===== src/rtl/mem_bus_initiator_pkg.sv =====
// rtl/mem_bus_initiator_pkg.sv - shared state encoding and command entry layout
package mem_bus_initiator_pkg;

    typedef enum logic [1:0] {
        ST_IDLE = 2'd0,
        ST_BUS  = 2'd1,
        ST_RSP  = 2'd2,
        ST_GAP  = 2'd3
    } state_t;

    localparam int ENTRY_W = 65;

    typedef struct packed {
        logic        write;
        logic [31:0] address;
        logic [31:0] data;
    } cmd_t;

endpackage


===== src/rtl/mem_cmd_fifo.sv =====
// rtl/mem_cmd_fifo.sv - synchronous command FIFO, head always visible on dout
module mem_cmd_fifo #(
    parameter int WIDTH = 65,
    parameter int DEPTH = 4
) (
    input  logic             clk,
    input  logic             reset,
    input  logic             push,
    input  logic             pop,
    input  logic [WIDTH-1:0] din,
    output logic [WIDTH-1:0] dout,
    output logic             full,
    output logic             empty
);
    localparam int AW = $clog2(DEPTH);
    localparam logic [AW:0] PTR_ONE = {{AW{1'b0}}, 1'b1};

    logic [WIDTH-1:0] mem [DEPTH];
    logic [AW:0]      wr_ptr;
    logic [AW:0]      rd_ptr;
    logic             do_push;
    logic             do_pop;

    // Top pointer bit differs only when the writer has lapped the reader.
    assign empty   = (wr_ptr == rd_ptr);
    assign full    = (wr_ptr[AW] != rd_ptr[AW]) && (wr_ptr[AW-1:0] == rd_ptr[AW-1:0]);
    assign do_push = push && !full;
    assign do_pop  = pop && !empty;
    assign dout    = mem[rd_ptr[AW-1:0]];

    always_ff @(posedge clk or posedge reset) begin
        if (reset) begin
            wr_ptr <= '0;
            rd_ptr <= '0;
        end else begin
            if (do_push) wr_ptr <= wr_ptr + PTR_ONE;
            if (do_pop)  rd_ptr <= rd_ptr + PTR_ONE;
        end
    end

    always_ff @(posedge clk) begin
        if (do_push) mem[wr_ptr[AW-1:0]] <= din;
    end

endmodule


===== src/rtl/mem_bus_initiator.sv =====
// rtl/mem_bus_initiator.sv - queued single-outstanding memory bus master with response timeout
module mem_bus_initiator #(
    parameter int FIFO_DEPTH     = 4,
    parameter int TIMEOUT_CYCLES = 1024,
    parameter int TIMEOUT_BITS   = 11
) (
    input  logic        clk,
    input  logic        reset,
    input  logic        cmd_valid,
    output logic        cmd_ready,
    input  logic        cmd_write,
    input  logic [31:0] cmd_address,
    input  logic [31:0] cmd_write_data,
    output logic        rsp_valid,
    input  logic        rsp_ready,
    output logic        rsp_write,
    output logic [31:0] rsp_read_data,
    output logic        rsp_error,
    output logic        memory_read,
    output logic        memory_write,
    output logic [31:0] address,
    output logic [31:0] write_data,
    input  logic [31:0] read_data,
    input  logic        response,
    output logic        busy
);
    import mem_bus_initiator_pkg::*;

    localparam logic [TIMEOUT_BITS-1:0] COUNT_LAST = TIMEOUT_BITS'(TIMEOUT_CYCLES - 1);
    localparam logic [TIMEOUT_BITS-1:0] COUNT_ONE  = {{(TIMEOUT_BITS-1){1'b0}}, 1'b1};

    state_t                  state;
    state_t                  next_state;
    logic                    pop;
    logic                    fifo_full;
    logic                    fifo_empty;
    cmd_t                    fifo_din;
    cmd_t                    fifo_dout;
    cmd_t                    req;
    logic [TIMEOUT_BITS-1:0] count;

    assign fifo_din = '{write: cmd_write, address: cmd_address, data: cmd_write_data};

    mem_cmd_fifo #(
        .WIDTH (ENTRY_W),
        .DEPTH (FIFO_DEPTH)
    ) u_fifo (
        .clk   (clk),
        .reset (reset),
        .push  (cmd_valid && !fifo_full),
        .pop   (pop),
        .din   (fifo_din),
        .dout  (fifo_dout),
        .full  (fifo_full),
        .empty (fifo_empty)
    );

    always_ff @(posedge clk or posedge reset) begin
        if (reset) state <= ST_IDLE;
        else       state <= next_state;
    end

    always_comb begin
        next_state = state;
        pop        = 1'b0;
        case (state)
            ST_IDLE: begin
                if (!fifo_empty) begin
                    pop        = 1'b1;
                    next_state = ST_BUS;
                end
            end
            ST_BUS: begin
                if (response || count == COUNT_LAST) next_state = ST_RSP;
            end
            ST_RSP: begin
                if (rsp_ready) next_state = ST_GAP;
            end
            ST_GAP:  next_state = ST_IDLE;
            default: next_state = ST_IDLE;
        endcase
    end

    // A response in the final timeout cycle is checked first, so it wins over the error.
    always_ff @(posedge clk or posedge reset) begin
        if (reset) begin
            req           <= '0;
            count         <= '0;
            rsp_write     <= 1'b0;
            rsp_read_data <= '0;
            rsp_error     <= 1'b0;
        end else begin
            if (pop) req <= fifo_dout;
            case (state)
                ST_BUS: begin
                    count <= count + COUNT_ONE;
                    if (response) begin
                        rsp_write     <= req.write;
                        rsp_read_data <= req.write ? '0 : read_data;
                        rsp_error     <= 1'b0;
                    end else if (count == COUNT_LAST) begin
                        rsp_write     <= req.write;
                        rsp_read_data <= '0;
                        rsp_error     <= 1'b1;
                    end
                end
                ST_GAP:  count <= '0;
                default: ;
            endcase
        end
    end

    assign cmd_ready    = !fifo_full;
    assign rsp_valid    = (state == ST_RSP);
    assign memory_read  = (state == ST_BUS) && !req.write;
    assign memory_write = (state == ST_BUS) && req.write;
    assign address      = req.address;
    assign write_data   = req.data;
    assign busy         = (state != ST_IDLE) || !fifo_empty;

endmodule


===== config.mk =====
export PLATFORM = sky130hd
export DESIGN_NAME = mem_bus_initiator
export DESIGN_NICKNAME = d
export VERILOG_FILES = /design/src/rtl/mem_bus_initiator_pkg.sv /design/src/rtl/mem_cmd_fifo.sv /design/src/rtl/mem_bus_initiator.sv
export SDC_FILE = /design/constraint.sdc
export NUM_CORES = 1
export LEC_CHECK = 0
export BUFFER_PORTS_ARGS = -buffer_cell sky130_fd_sc_hd__buf_2
export CAP_MARGIN = 20
export CORE_ASPECT_RATIO = 0.8
export CORE_MARGIN = 2
export CORE_UTILIZATION = 61
export CTS_CLUSTER_DIAMETER = 30
export DETAILED_ROUTE_END_ITERATION = 10
export PLACE_DENSITY_LB_ADDON = 0.1
export RECOVER_POWER = 25
export SYNTH_ARGS = -nofsm -noshare
export SYNTH_HDL_FRONTEND = slang
export SYNTH_HIERARCHICAL = 1
export SYNTH_SLANG_ARGS = --single-unit

===== constraint.sdc =====
create_clock -name clk -period 8.35 [get_ports clk]
set_input_delay 0.4175 -clock clk [delete_from_list [all_inputs] [get_ports clk]]
set_output_delay 0.4175 -clock clk [all_outputs]
set_load 0.02 [all_outputs]

**After elaboration in Yosys (flattened, before gate mapping)**

Memory sizes are Yosys's and may differ from the RTL's. A register that Yosys moved wholly into a read port is not among the register bits.
Index checks and enable logic that the tools add are counted.

- Add/sub/neg operators: 3
- Eq/ne operators: 10
- Mux-type cells: 16
- Reductions and logical operators: 17

Operators with widths:

| cell | count |
|---|---|
| 2-to-1 mux 32 bit | 3 |
| case mux 11 bit (2 select lines) | 1 |
| adder 11 x 1 -> 11 bit (second input constant) | 1 |
| == test 11 x 10 -> 1 bit (second input constant) | 1 |
| 2-to-1 mux 1 bit | 8 |
| case mux 2 bit (4 select lines) | 1 |
| adder 3 x 1 -> 3 bit (second input constant) | 2 |
| logical AND 1 bit | 6 |
| 2-to-1 mux 2 bit | 3 |
| nonzero test 2 bit | 3 |
| == test 2 bit (second input constant) | 2 |
| != test 2 bit (second input constant) | 2 |
| == test 3 bit | 1 |
| zero test 1 bit | 3 |
| AND reduction 3 bit | 1 |
| == test 2 x 1 -> 1 bit (second input constant) | 1 |
| == test 2 bit | 1 |
| zero test 2 bit | 1 |
| logical OR 1 bit | 2 |
| != test 2 x 1 -> 1 bit (second input constant) | 1 |
| AND reduction 2 bit | 1 |
| != test 1 bit | 1 |

- Register bits: 53
- Bits in writable memories: 260
- Input port bits: 102
- Output and inout bits: 103
- Logic and storage cells: 54
- Memories kept: 1

Memory list:

| name | depth | bits a word | rd ports | clocked after Yosys merged registers in | write ports | RTL line | RTL |
|---|---|---|---|---|---|---|---|
| u_fifo.mem | 4 | 65 | 1 | 1 | 1 | mem_cmd_fifo.sv:18 | `logic [WIDTH-1:0] mem [DEPTH];` |

**Depth between registers and ports, before layout**

Gate-level depths: netlist (run 1).

- Depth after elaboration: 7
- Depth in mapped cells: 10
- Gate-level depth less buffers: 7

**By module**

Netlist (run 1), hierarchy kept.

Modules (own cells, without submodules):

| module | instances | cells an instance | area each (um2) | seq. area each (um2) |
|---|---|---|---|---|
| mem_cmd_fifo | 1 | 390 | 9853.2 | 7957.6 |
| mem_bus_initiator | 1 | 355 | 4908.5 | 2802.7 |

**Worst setup path before layout (run 1)**

No wires, ideal clock.

- Path type: reg-to-reg
- Start point: register u_fifo.rd_ptr[0]
- End point: memory u_fifo.mem[3][0], enable pin
- Library setup time: 0.454 ns
- Arrival time: 3.270 ns
- Data required time: 7.896 ns
- Setup slack: 4.627 ns
- Stages on the path, launching flop included: 8
- Buffers on the path: 1
- Period minus slack after synthesis: 3.723 ns
- Cells stage by stage: dfrtp_1 buf_6 xnor2_1 nand3_1 inv_1 nor2b_1 nand2_1 a31oi_2

- Longest elaborated chain between the ends: 7

RTL lines:

| what | RTL line | RTL |
|---|---|---|
| start, declared | mem_cmd_fifo.sv:20 | `logic [AW:0] rd_ptr;` |
| start signal, assigned | mem_cmd_fifo.sv:37 | `if (do_pop) rd_ptr <= rd_ptr + PTR_ONE;` |
| == test 2 bit * | mem_cmd_fifo.sv:26 | `assign full = (wr_ptr[AW] != rd_ptr[AW]) && (wr_ptr[AW-1:0] == rd_ptr[AW-1:0]);` |
| logical AND 1 bit * | mem_cmd_fifo.sv:26 |  |
| named net fifo_full | mem_bus_initiator.sv:35 | `logic fifo_full;` |
| zero test 1 bit * | mem_cmd_fifo.sv:27, mem_bus_initiator.sv:50 |  |
| logical AND 1 bit | mem_bus_initiator.sv:50 | `.push (cmd_valid && !fifo_full),` |
| logical AND 1 bit * | mem_cmd_fifo.sv:27 | `assign do_push = push && !full;` |
| 2-to-1 mux 1 bit * | mem_cmd_fifo.sv:42 | `if (do_push) mem[wr_ptr[AW-1:0]] <= din;` |
| 2-to-1 mux 1 bit (implied by the code) * | mem_cmd_fifo.sv:42 |  |
| end, declared | mem_cmd_fifo.sv:18 |  |

Mark *: on every way through the listed nets, which the timed path passes. The rest lies on a longest branch.

**Final worst setup path (run 1)**

- Start point: register u_fifo.rd_ptr[1]
- End point: memory u_fifo.mem[3][42], enable pin

The elaborated chain is that of the path after synthesis.

==> reports/metrics.yaml, run 1 <==
pwr:
  cellLeakagePower_nw: 6.60
  peakVddDrop_v: 0.000297
  p_int_mw: 4.90
  clkPwrFrac: 0.303
  sequentialPowerShare: 0.407
  power_frac_comb: 0.291
  power.density_nw_per_um2: 416
  p_sw_mw: 2.31
  sw_frac_of_total: 0.321
route:
  drc: 0
  drt_iter0_drc: 498
  dr.pass1.iters: 4
  ant_nets: 0
  num_vias: 7253
  routed_wl_um: 26900
  vias_per_cell: 5.69
  wire_per_inst_um: 21.2
critical_path:
  crit_slowest_cell: "dfrtp_4"
  crit_arrival_ns: 4.09
  startpoint: "u_fifo/rd_ptr[1]"
  crit_type: "reg2reg"
  r2r_start: "u_fifo/rd_ptr[1]"
  crit_buf_inv: 2
  regToRegSetupSlack_ns: 4.44
  crit_path_max_incr_delay_ns: 1.10
  critPathCaptureType: "flip-flop"
  startpoint_type: "flip-flop"
  crit_end: "u_fifo/mem[3][42]"
  crit_fanout: 71
  ff2ff_path_depth: 7
  crit_chain: "xnor2_1 > nand3_1 > inv_1 > nor2b_1 > nand2_1 > a31oi_4 > buf_4"
  worst-path-stages: 7
  r2r_end: "u_fifo/mem[3][42]"
  crit_required_ns: 8.52
  crit_family: "flip-flops"
cts:
  clock_latency_ns: 0.55
  cts_sinks: 378
  cts-resized-gates: 0
  cts_root_buffer: "clkbuf_16"
  cts_made_buffers: 53
  htreeDepth: 2
  clock_path_buffers: 3
  clk_pin_slew_ns: 0.06
  cts_tree: "yes"
place:
  port-buffer-count: 204
  place_congestion: 0.814
  place_hpwl_um: 16100
synthesis:
  syn-cell-area_um2: 14800
  synth_fp_nets: 858
  yosysWarningCount: 6
  synthCells: 745
  synth_area_leader_cell: "edfxtp_1"
  syn_avg_cell_area_um2: 19.8
  synth.ff_latch_count: 378
  ys_types: 45
  synth-main-ff-cell: "edfxtp_1"
  netlist.area_leader.share: 0.529
  synthArstFlopShare: 0.312
  synth-edff-count: 260
  yosysSeqAreaShare: 0.729
  yosys-top-cells-area: "edfxtp_1 53%, dfrtp_1 20%, mux4_2 9.9%"
global_route:
  grt.total_usage: 0.219
  grt_max_degree: 72
  grt_pass1_vias: 7660
  grt_first_pass_wirelength_um: 42100
  antenna_found_initial: 1
  grt-ovfl-total: 0
min_path:
  hold_class: "in2reg"
  hold_path_startpoint: "read_data[16]"
  hold_depth: 2
run:
  cap_violations: 0
die:
  initial_core_util: 0.626
  io_pins: 205
  dieHeight_um: 143
  coreArea_um2: 23600
  dieArea_um2: 25500
  rows: 50
  die_w_um: 178
sta:
  finalMaxSlewViolations: 0
  hold_violations: 0
  hold_ws_ns: 0.106
  period_minus_slack_ns: 3.91
  grt_setup_unrepaired: "false"
  worst_slew_pin_slew_ns: 1.04
  finalSetupViolCount: 0
  fin_tns_setup_ns: 0
  fmaxAchievable_ghz: 0.255
  relSlewSlack: 0.306
  clock_skew_ns: 0.0169
  post-route-period-util: 0.469
run_status:
  status: "finished, final reports clean"
layout:
  diodes: 0
  layout.nets: 1030
  area_growth_pct: 17.6
  drive_above_1_share: 0.445
timing repair:
item                       CTS  global route
setup endpoints to repair    0             0
setup buffers                0             0
hold buffers                 1             0
hold endpoints to repair    12             0
worst reg2reg max path, stage by stage, from the launching register on:
cell     delay [ns]
dfrtp_4        1.10
xnor2_1        0.37
nand3_1        0.26
inv_1          0.08
nor2b_1        0.42
nand2_1        0.18
a31oi_4        0.58
buf_4          0.55
synthesized netlist by cell type (all sizes together), types with 2 or more instances:
cell type and count:
edfxtp 260, dfrtp 118, buf 91, mux2 67, mux4 65, a22o 32, nor2 12, ha 11
inv 11, xor2 9, a21oi 8, xnor2 8, nand2 6, nand3 5, and3 4, clkbuf 4
o31ai 4, and2 3, nand2b 3, nor2b 3, nor3 3, o21ai 3, a211oi 2, a31oi 2
mux2i 2, or3 2
through the flow:
stage / area (um2) / utilization / total power, mW / worst slack (ns) / std cells
CTS: 17400 / 0.737 / 7.30 / 4.44 / 1272
finish: 17400 / 0.736 / 7.22 / 4.44 / 1274
detailed placement: 15600 / 0.660 / 5.07 / 4.49 / 1171
global route: 17400 / 0.736 / 7.58 / 4.15 / 1274
floorplan: 14800 / - / 4.67 / 4.63 / 745
global placement: 15600 / 0.660 / 4.98 / 4.64 / 1171
layout by cell type (no fill, tap or decap), types with 2 or more instances in the layout:
master / instances
bufinv_16: 2
a21oi_1: 8
edfxtp_1: 260
clkinv_2: 5
xor2_1: 8
clkbuf_1: 59
a22o_1: 5
nand2b_1: 3
clkbuf_16: 55
a211oi_1: 2
inv_6: 13
nor3_1: 2
and3_4: 3
mux4_2: 65
o21ai_0: 2
inv_8: 4
clkinvlp_4: 5
and2_1: 3
inv_1: 10
xnor2_1: 8
mux2i_1: 2
buf_2: 146
dfrtp_1: 116
nor2b_1: 2
ha_1: 11
nand3_1: 5
o31ai_1: 4
mux2_2: 66
clkinv_4: 12
clkinv_8: 2
buf_4: 5
dfrtp_4: 2
nor2_1: 11
a22o_2: 27
nand2_1: 6
power groups by stage:
stage,combinational [mW],sequential [mW],clock [mW]
after global placement,2.05,2.93,0
after CTS,2.12,2.94,2.23
after floorplan,1.74,2.93,0
after global routing,2.26,3.01,2.32
after detailed placement,2.10,2.97,0
final,2.10,2.94,2.19
cell families (layout without fill, tap and decap cells):
| kind of cell | Yosys count | after routing | synth area share |
|---|---|---|---|
| adders and majority gates | 11 | 11 | 0.00932 |
| DFF | 378 | 378 | 0.729 |
| buffers and inverters | 106 | 323 | 0.0494 |
| AOI/OAI and AO/OA | 55 | 55 | 0.0324 |
| xor gates and xnor gates | 17 | 17 | 0.0106 |
| and+or+nand+nor | 44 | 44 | 0.0175 |
| muxes | 134 | 134 | 0.152 |
registers in the layout, summed over array words and instances (netlist names):
register and flops:
address 32, count 11, req 1, rsp_error 1, rsp_read_data 32, rsp_write 1
state 2, u_fifo/mem 260, u_fifo/rd_ptr 3, u_fifo/wr_ptr 3, write_data 32
routing by layer:
| layer | vias up | global-route usage | share of wire |
|---|---|---|---|
| met3 | 45 | 0.0501 | 0.071 |
| met4 | 2 | 0.0582 | 0.016 |
| met1 | 3718 | 0.300 | 0.42 |
| met2 | 277 | 0.359 | 0.50 |
| li1 | 3211 | - | - |
| met5 | - | 0 | 0.00048 |
worst min-delay path by stage:
stage	to
final	rsp_read_data[16]
after global routing	rsp_read_data[16]
after CTS	u_fifo/mem[2][28]
after detailed placement	u_fifo/rd_ptr[0]
after global placement	u_fifo/rd_ptr[0]
after floorplan	u_fifo/rd_ptr[0]
area by class of cell:
class	count	area [um2]
Timing Repair Buffer	212	1040
Clock inverter	43	419
Tap cell	312	390
Sequential cell	378	10800
Inverter	11	43.8
Multi-Input combinational cell	261	3310
Clock buffer	57	1390
Fill cell	1383	6230
No activity file was read; power rests on OpenSTA's default activity.
==> run 2, diff against run 1 <==
--- a/config.mk
+++ b/config.mk
@@ -5,11 +5,12 @@
 export SDC_FILE = /design/constraint.sdc
 export NUM_CORES = 1
 export LEC_CHECK = 0
+export ABC_AREA = 1
 export BUFFER_PORTS_ARGS = -buffer_cell sky130_fd_sc_hd__buf_2
 export CAP_MARGIN = 20
 export CORE_ASPECT_RATIO = 0.8
 export CORE_MARGIN = 2
-export CORE_UTILIZATION = 61
+export CORE_UTILIZATION = 58
 export CTS_CLUSTER_DIAMETER = 30
 export DETAILED_ROUTE_END_ITERATION = 10
 export PLACE_DENSITY_LB_ADDON = 0.1
==> constraint.sdc (replaced) <==
create_clock -name clk -period 4.1 [get_ports clk]
set_input_delay 0.205 -clock clk [delete_from_list [all_inputs] [get_ports clk]]
set_output_delay 0.205 -clock clk [all_outputs]
set_load 0.02 [all_outputs]
==> run 2 against run 1 <==
- worst setup slack lost 3.2 ns
- largest power group unchanged
- register-to-register slack lost 3.2 ns
- synthesized cell count grew 72%
- core utilization grew 0.58 points
- highest routed layer is now met4
- largest cell class unchanged
==> reports/metrics.yaml, run 2 <==
run_status:
  status: "finished, final reports clean"
sta:
  finalSetupViolCount: 0  # unchanged
  finalMaxSlewViolations: 0  # unchanged
  fin_tns_setup_ns: 0  # unchanged
  hold_violations: 0  # unchanged
  fmaxAchievable_ghz: 0.354  # +39%
  hold_ws_ns: 0.0850  # -0.0212 ns
  worst_slew_pin_slew_ns: 1.03  # -0.0116 ns
  relSlewSlack: 0.314  # +0.00771
  period_minus_slack_ns: 2.82  # -1.09 ns
  post-route-period-util: 0.688  # +0.219
  grt_setup_unrepaired: "false"
  clock_skew_ns: 0.0130  # -0.00388 ns
critical_path:
  crit_arrival_ns: 2.97  # -1.12 ns
  crit_required_ns: 4.25  # -4.27 ns
  startpoint_type: "flip-flop"
  r2r_end: "u_fifo/mem[1][31]"
  critPathCaptureType: "flip-flop"
  crit_type: "reg2reg"
  regToRegSetupSlack_ns: 1.28  # -3.16 ns
  r2r_start: "u_fifo/rd_ptr[0]"
  ff2ff_path_depth: 7  # unchanged
  crit_fanout: 65  # -8.5%
place:
  dp_cells: 1725  # +47%
  port-buffer-count: 204  # unchanged
  place_congestion: 0.791  # -2.8%
  place_hpwl_um: 17700  # +9.7%
layout:
  drive_above_1_share: 0.225  # -0.219
  layout.nets: 1649  # +60%
  mostFrequentLayoutCells: "273 x nand2_1, 260 x edfxtp_1, 149 x buf_2"
  area_growth_pct: 25.4
  final_common_cell: "nand2_1"
  largest_register_ffs: 260  # unchanged
  stdcell_count: 1947  # +53%
die:
  coreArea_um2: 26400  # +12%
  rows: 53  # +6.0%
  io_pins: 205  # unchanged
  dieArea_um2: 28200  # +11%
  die_w_um: 187  # +5.3%
  dieHeight_um: 151  # +5.3%
  initial_core_util: 0.591  # -0.0345
cts:
  cts_tree: "yes"
  clock_path_buffers: 3  # unchanged
  cts_made_buffers: 66  # +25%
  clk_pin_slew_ns: 0.05  # about the same
  clock_latency_ns: 0.53  # -0.02 ns
  cts_setup_buffers: 0  # unchanged
  htreeDepth: 3  # +1
  cts_root_buffer: "clkbuf_16"
  cts_sinks: 378  # unchanged
  cts-resized-gates: 0  # unchanged
synthesis:
  syn_avg_cell_area_um2: 12.1  # -39%
  synth_area_leader_cell: "edfxtp_1"
  synth.ff_latch_count: 378  # unchanged
  synth-edff-count: 260  # unchanged
  netlist.area_leader.share: 0.500  # -0.0287
  yosysSeqAreaShare: 0.689  # -0.0395
  synth_fp_nets: 1398  # +63%
  syn-cell-area_um2: 15600  # +5.7%
  synth-main-ff-cell: "edfxtp_1"
  synth.most_common_cell: "nand2_1"
  yosys-top-cells-area: "edfxtp_1 50%, dfrtp_1 19%, nand2_1 6.6%"
  ys_types: 35  # -22%
  synthArstFlopShare: 0.312  # unchanged
  synthCells: 1285  # +72%
  yosysWarningCount: 6  # unchanged
  netlist_top_cells_count: "273 x nand2_1, 260 x edfxtp_1, 121 x o21ai_0, 119 x nor2_1, 118 x dfrtp_1"
route:
  wire_per_inst_um: 17.4  # -18%
  dr.pass1.iters: 5  # +1
  drc: 0  # unchanged
  routed_wl_um: 33900  # +26%
  num_vias: 10275  # +42%
  ant_nets: 0  # unchanged
  vias_per_cell: 5.28  # -7.3%
  drt_iter0_drc: 749  # +50%
global_route:
  grt-ovfl-total: 0  # unchanged
  grt_max_degree: 115  # +60%
  grt_pass1_vias: 10323  # +35%
  grt_first_pass_wirelength_um: 53500  # +27%
  antenna_found_initial: 2  # +1
  grt.total_usage: 0.242  # +0.0235
run:
  cap_violations: 0  # unchanged
min_path:
  hold_path_startpoint: "rsp_ready"
  hold_class: "in2reg"
  hold_depth: 4  # +2
  holdPathEnd: "state[0]"
pwr:
  power.density_nw_per_um2: 844  # +100%
  peakVddDrop_v: 0.000559  # +88%
  power_mw: 16.5  # +130%
  cellLeakagePower_nw: 7.97  # +21%
run 2: how the worst max path moves through the flow:
stage	from	endpoint
global route	u_fifo/rd_ptr[0]	u_fifo/mem[1][45]
global placement	u_fifo/rd_ptr[0]	u_fifo/mem[1][40]
finish	u_fifo/rd_ptr[0]	u_fifo/mem[1][31]
CTS	u_fifo/rd_ptr[0]	u_fifo/mem[1][44]
floorplan	u_fifo/rd_ptr[0]	u_fifo/mem[0][0]
detailed placement	u_fifo/rd_ptr[0]	u_fifo/mem[1][40]
run 2: area by class of cell:
class | instances | area [um2]
timing repair buffer | 317 | 2120
clock inverter | 29 | 375
multi-input combinational | 737 | 3830
clock buffer | 91 | 1890
sequential | 378 | 10800
antenna | 2 | 5.00
inverter | 36 | 144
fill | 1797 | 6810
tap | 357 | 447
run 2: kinds of logic (layout without fill, tap and decap cells):
kind of cell / Yosys count / after routing / synth area share
AND/OR/NAND/NOR: 480 / 480 / 0.135
flip-flops: 378 / 378 / 0.689
AO/OA/AOI/OAI: 243 / 243 / 0.0972
buffers and inverters: 170 / 473 / 0.0671
adder cells (fa/ha/maj): 11 / 11 / 0.00882
XOR/XNOR: 3 / 3 / 0.00216
other: 0 / 2 / 0
run 2: critical path, cell delays in order, from the launching register on:
cell	delay (ns)
dfrtp_4	0.59
xnor2_2	0.20
nand3_2	0.15
inv_2	0.05
nor2_1	0.29
nand2_2	0.21
nor2_4	0.11
buf_4	0.80
run 2: where the power goes:
part / internal [mW] / switching, mW / total (mW) / leakage (nW)
clock: 3.68 / 1.77 / 5.45 / 1.10
sequential: 5.32 / 0.502 / 5.82 / 3.88
combinational: 1.62 / 3.63 / 5.25 / 2.98
run 2: per-layer routing:
| metal | wire length, um | global-route usage | up-vias |
|---|---|---|---|
| met5 | 0 | 0 | - |
| met1 | 14700 | 0.325 | 4991 |
| met3 | 1840 | 0.0459 | 57 |
| li1 | - | - | 4902 |
| met4 | 663 | 0.0846 | 0 |
| met2 | 16700 | 0.402 | 325 |
run 2: repair_timing:
item | 4_1_cts | 5_1_grt
setup endpoints to repair | 0 | 0
hold buffers | 98 | 0
endpoints found under the hold margin | 356 | 0
run 2: metrics by stage:
stage / instance area (um2) / util / setup WS, ns
finish: 19600 / 0.742 / 1.28
CTS: 19600 / 0.742 / 1.28
global placement: 16300 / 0.619 / 1.42
global route: 19600 / 0.742 / 1.13
floorplan: 15600 / - / -0.318
detailed placement: 16300 / 0.619 / 1.29
==> run 3, diff against run 2 <==
--- a/config.mk
+++ b/config.mk
@@ -10,7 +10,7 @@
 export CAP_MARGIN = 20
 export CORE_ASPECT_RATIO = 0.8
 export CORE_MARGIN = 2
-export CORE_UTILIZATION = 58
+export CORE_UTILIZATION = 52
 export CTS_CLUSTER_DIAMETER = 30
 export DETAILED_ROUTE_END_ITERATION = 10
 export PLACE_DENSITY_LB_ADDON = 0.1
==> constraint.sdc (replaced) <==
create_clock -name clk -period 2.5 [get_ports clk]
set_input_delay 0.125 -clock clk [delete_from_list [all_inputs] [get_ports clk]]
set_output_delay 0.125 -clock clk [all_outputs]
set_load 0.02 [all_outputs]
==> run 3 against run 2 <==
- critical path depth is the same
- non-clock buffer count grew 9
- worst hold slack lost 0.028 ns
- first-iteration DRC count shrank 2.7%
- final cell count grew 1.9%
- sequential power grew 63%
- via count shrank 0.34%
- global-route usage shrank 2.0 points
- clock-buffer cell count shrank 9
- sequential share of layout area shrank 0.92 points
- worst setup slack lost 0.76 ns
- critical path type is now reg2out
- highest routed layer unchanged
==> reports/metrics.yaml, run 3 (synthesized netlist as in run 2, its figures left out) <==
place:
  place_hpwl_um: 19200  # +8.2%
  port-buffer-count: 204  # unchanged
  dp_cells: 1755  # +1.7%
  placedInstanceArea_um2: 16600  # +1.7%
  post-place-ws_ns: 0.531  # -0.758 ns
  place_congestion: 0.762  # -3.8%
route:
  ant_nets: 0  # unchanged
  wire_per_inst_um: 17.2  # -0.87%
  drc: 0  # unchanged
  routed_wl_um: 34200  # +1.0%
  vias_per_cell: 5.16  # -2.2%
  drt_iter0_drc: 729  # -2.7%
  dr.pass1.iters: 5  # unchanged
  num_vias: 10240  # -0.34%
pwr:
  peakVddDrop_v: 0.000768  # +37%
  power_mw: 27.7  # +68%
  power.density_nw_per_um2: 1390  # +65%
  cellLeakagePower_nw: 8.06  # +1.1%
run:
  cap_violations: 0  # unchanged
sta:
  fin_tns_setup_ns: 0  # unchanged
  worst_slew_pin_slew_ns: 0.796  # -0.233 ns
  hold_ws_ns: 0.0571  # -0.0279 ns
  post-route-period-util: 0.795
  finalMaxSlewViolations: 0  # unchanged
  worst_slack_ns: 0.514  # -0.764 ns
  clock_skew_ns: 0.0174  # +0.00437 ns
  relSlewSlack: 0.469  # +0.155
  period_minus_slack_ns: 1.99
  grt_setup_unrepaired: "false"
  finalSetupViolCount: 0  # unchanged
  fmaxAchievable_ghz: 0.503
  hold_violations: 0  # unchanged
global_route:
  grt_pass1_vias: 10233  # -0.87%
  grt-ovfl-total: 0  # unchanged
  antenna_found_initial: 2  # unchanged
  grt.total_usage: 0.222  # -0.0201
  grt_max_degree: 113  # -1.7%
  grt_first_pass_wirelength_um: 54700  # +2.2%
cts:
  cts_setup_buffers: 0  # unchanged
  clk_pin_slew_ns: 0.04  # about the same
  clock_latency_ns: 0.56  # +0.03 ns
  cts_sinks: 378  # unchanged
  htreeDepth: 3  # unchanged
  cts_tree: "yes"
  cts_root_buffer: "clkbuf_16"
  cts_made_buffers: 70  # +6.1%
  clock_path_buffers: 3  # unchanged
layout:
  fin_area_um2: 19900  # +1.7%
  post-route-util: 0.677  # -0.0652
  stdcell_count: 1984  # +1.9%
  largest_register_ffs: 260  # unchanged
  final_common_cell: "nand2_1"
  drive_above_1_share: 0.232  # +0.00696
  mostFrequentLayoutCells: "272 x nand2_1, 260 x edfxtp_1, 147 x buf_2"
  area_growth_pct: 27.6
  layout.nets: 1662  # +0.79%
critical_path:
  critPathCaptureType: "output port"
  crit_type: "reg2out"
  crit_arrival_ns: 1.86  # -1.11 ns
  crit_required_ns: 2.38  # -1.87 ns
  crit_fanout: 5  # -92%
  startpoint_type: "flip-flop"
run_status:
  status: "finished, final reports clean"
die:
  dieHeight_um: 159  # +5.5%
  rows: 56  # +5.7%
  die_w_um: 198  # +5.5%
  io_pins: 205  # unchanged
  coreArea_um2: 29400  # +12%
  dieArea_um2: 31400  # +11%
  initial_core_util: 0.530  # -0.0610
min_path:
  hold_class: "in2reg"
run 3: repair_timing:
item,CTS,global route
hold buffers,99,0
endpoints found under the hold margin,412,0
gates resized for setup,0,0
run 3: metal layers:
layer	track usage	part of all wire	vias to the layer above
met5	0	0	-
met4	0.0643	0.017	0
met3	0.0481	0.063	53
met2	0.350	0.46	306
met1	0.314	0.46	4937
li1	-	-	4944
run 3: final timing paths:
kind,startpoint,endpoint,slack (ns),cells past startpoint
setup / recovery,u_fifo/wr_ptr[1],busy,0.51,7
hold / removal,cmd_valid,u_fifo/wr_ptr[0],0.06,5
setup reg to reg,u_fifo/wr_ptr[1],u_fifo/mem[3][41],0.54,11
hold reg to reg,address[22],address[22],0.46,2
max in group asynchronous,reset,rsp_read_data[18],1.62,4
min in group asynchronous,reset,u_fifo/wr_ptr[0],0.15,3
run 3: critical path, cell delays in order (launching register included):
cell	delay [ns]
dfrtp_1	0.42
inv_1	0.12
nand2_1	0.06
nand2_1	0.12
nand3_2	0.14
inv_1	0.15
nand2_1	0.12
buf_2	0.18
run 3: report_power, final:
part	total (mW)	internal, mW	switching [mW]
registers	9.47	8.71	0.753
logic	8.89	2.88	6.01
clock network	9.32	6.18	3.14
run 3: layout make-up:
type,instances,area [um2]
Fill cell,2165,9520
Clock inverter,46,553
Sequential cell,378,10800
Antenna cell,2,5.00
Timing Repair Buffer,326,2290
Multi-Input combinational cell,737,3860
Tap cell,377,472
Clock buffer,82,1820
Inverter,36,148
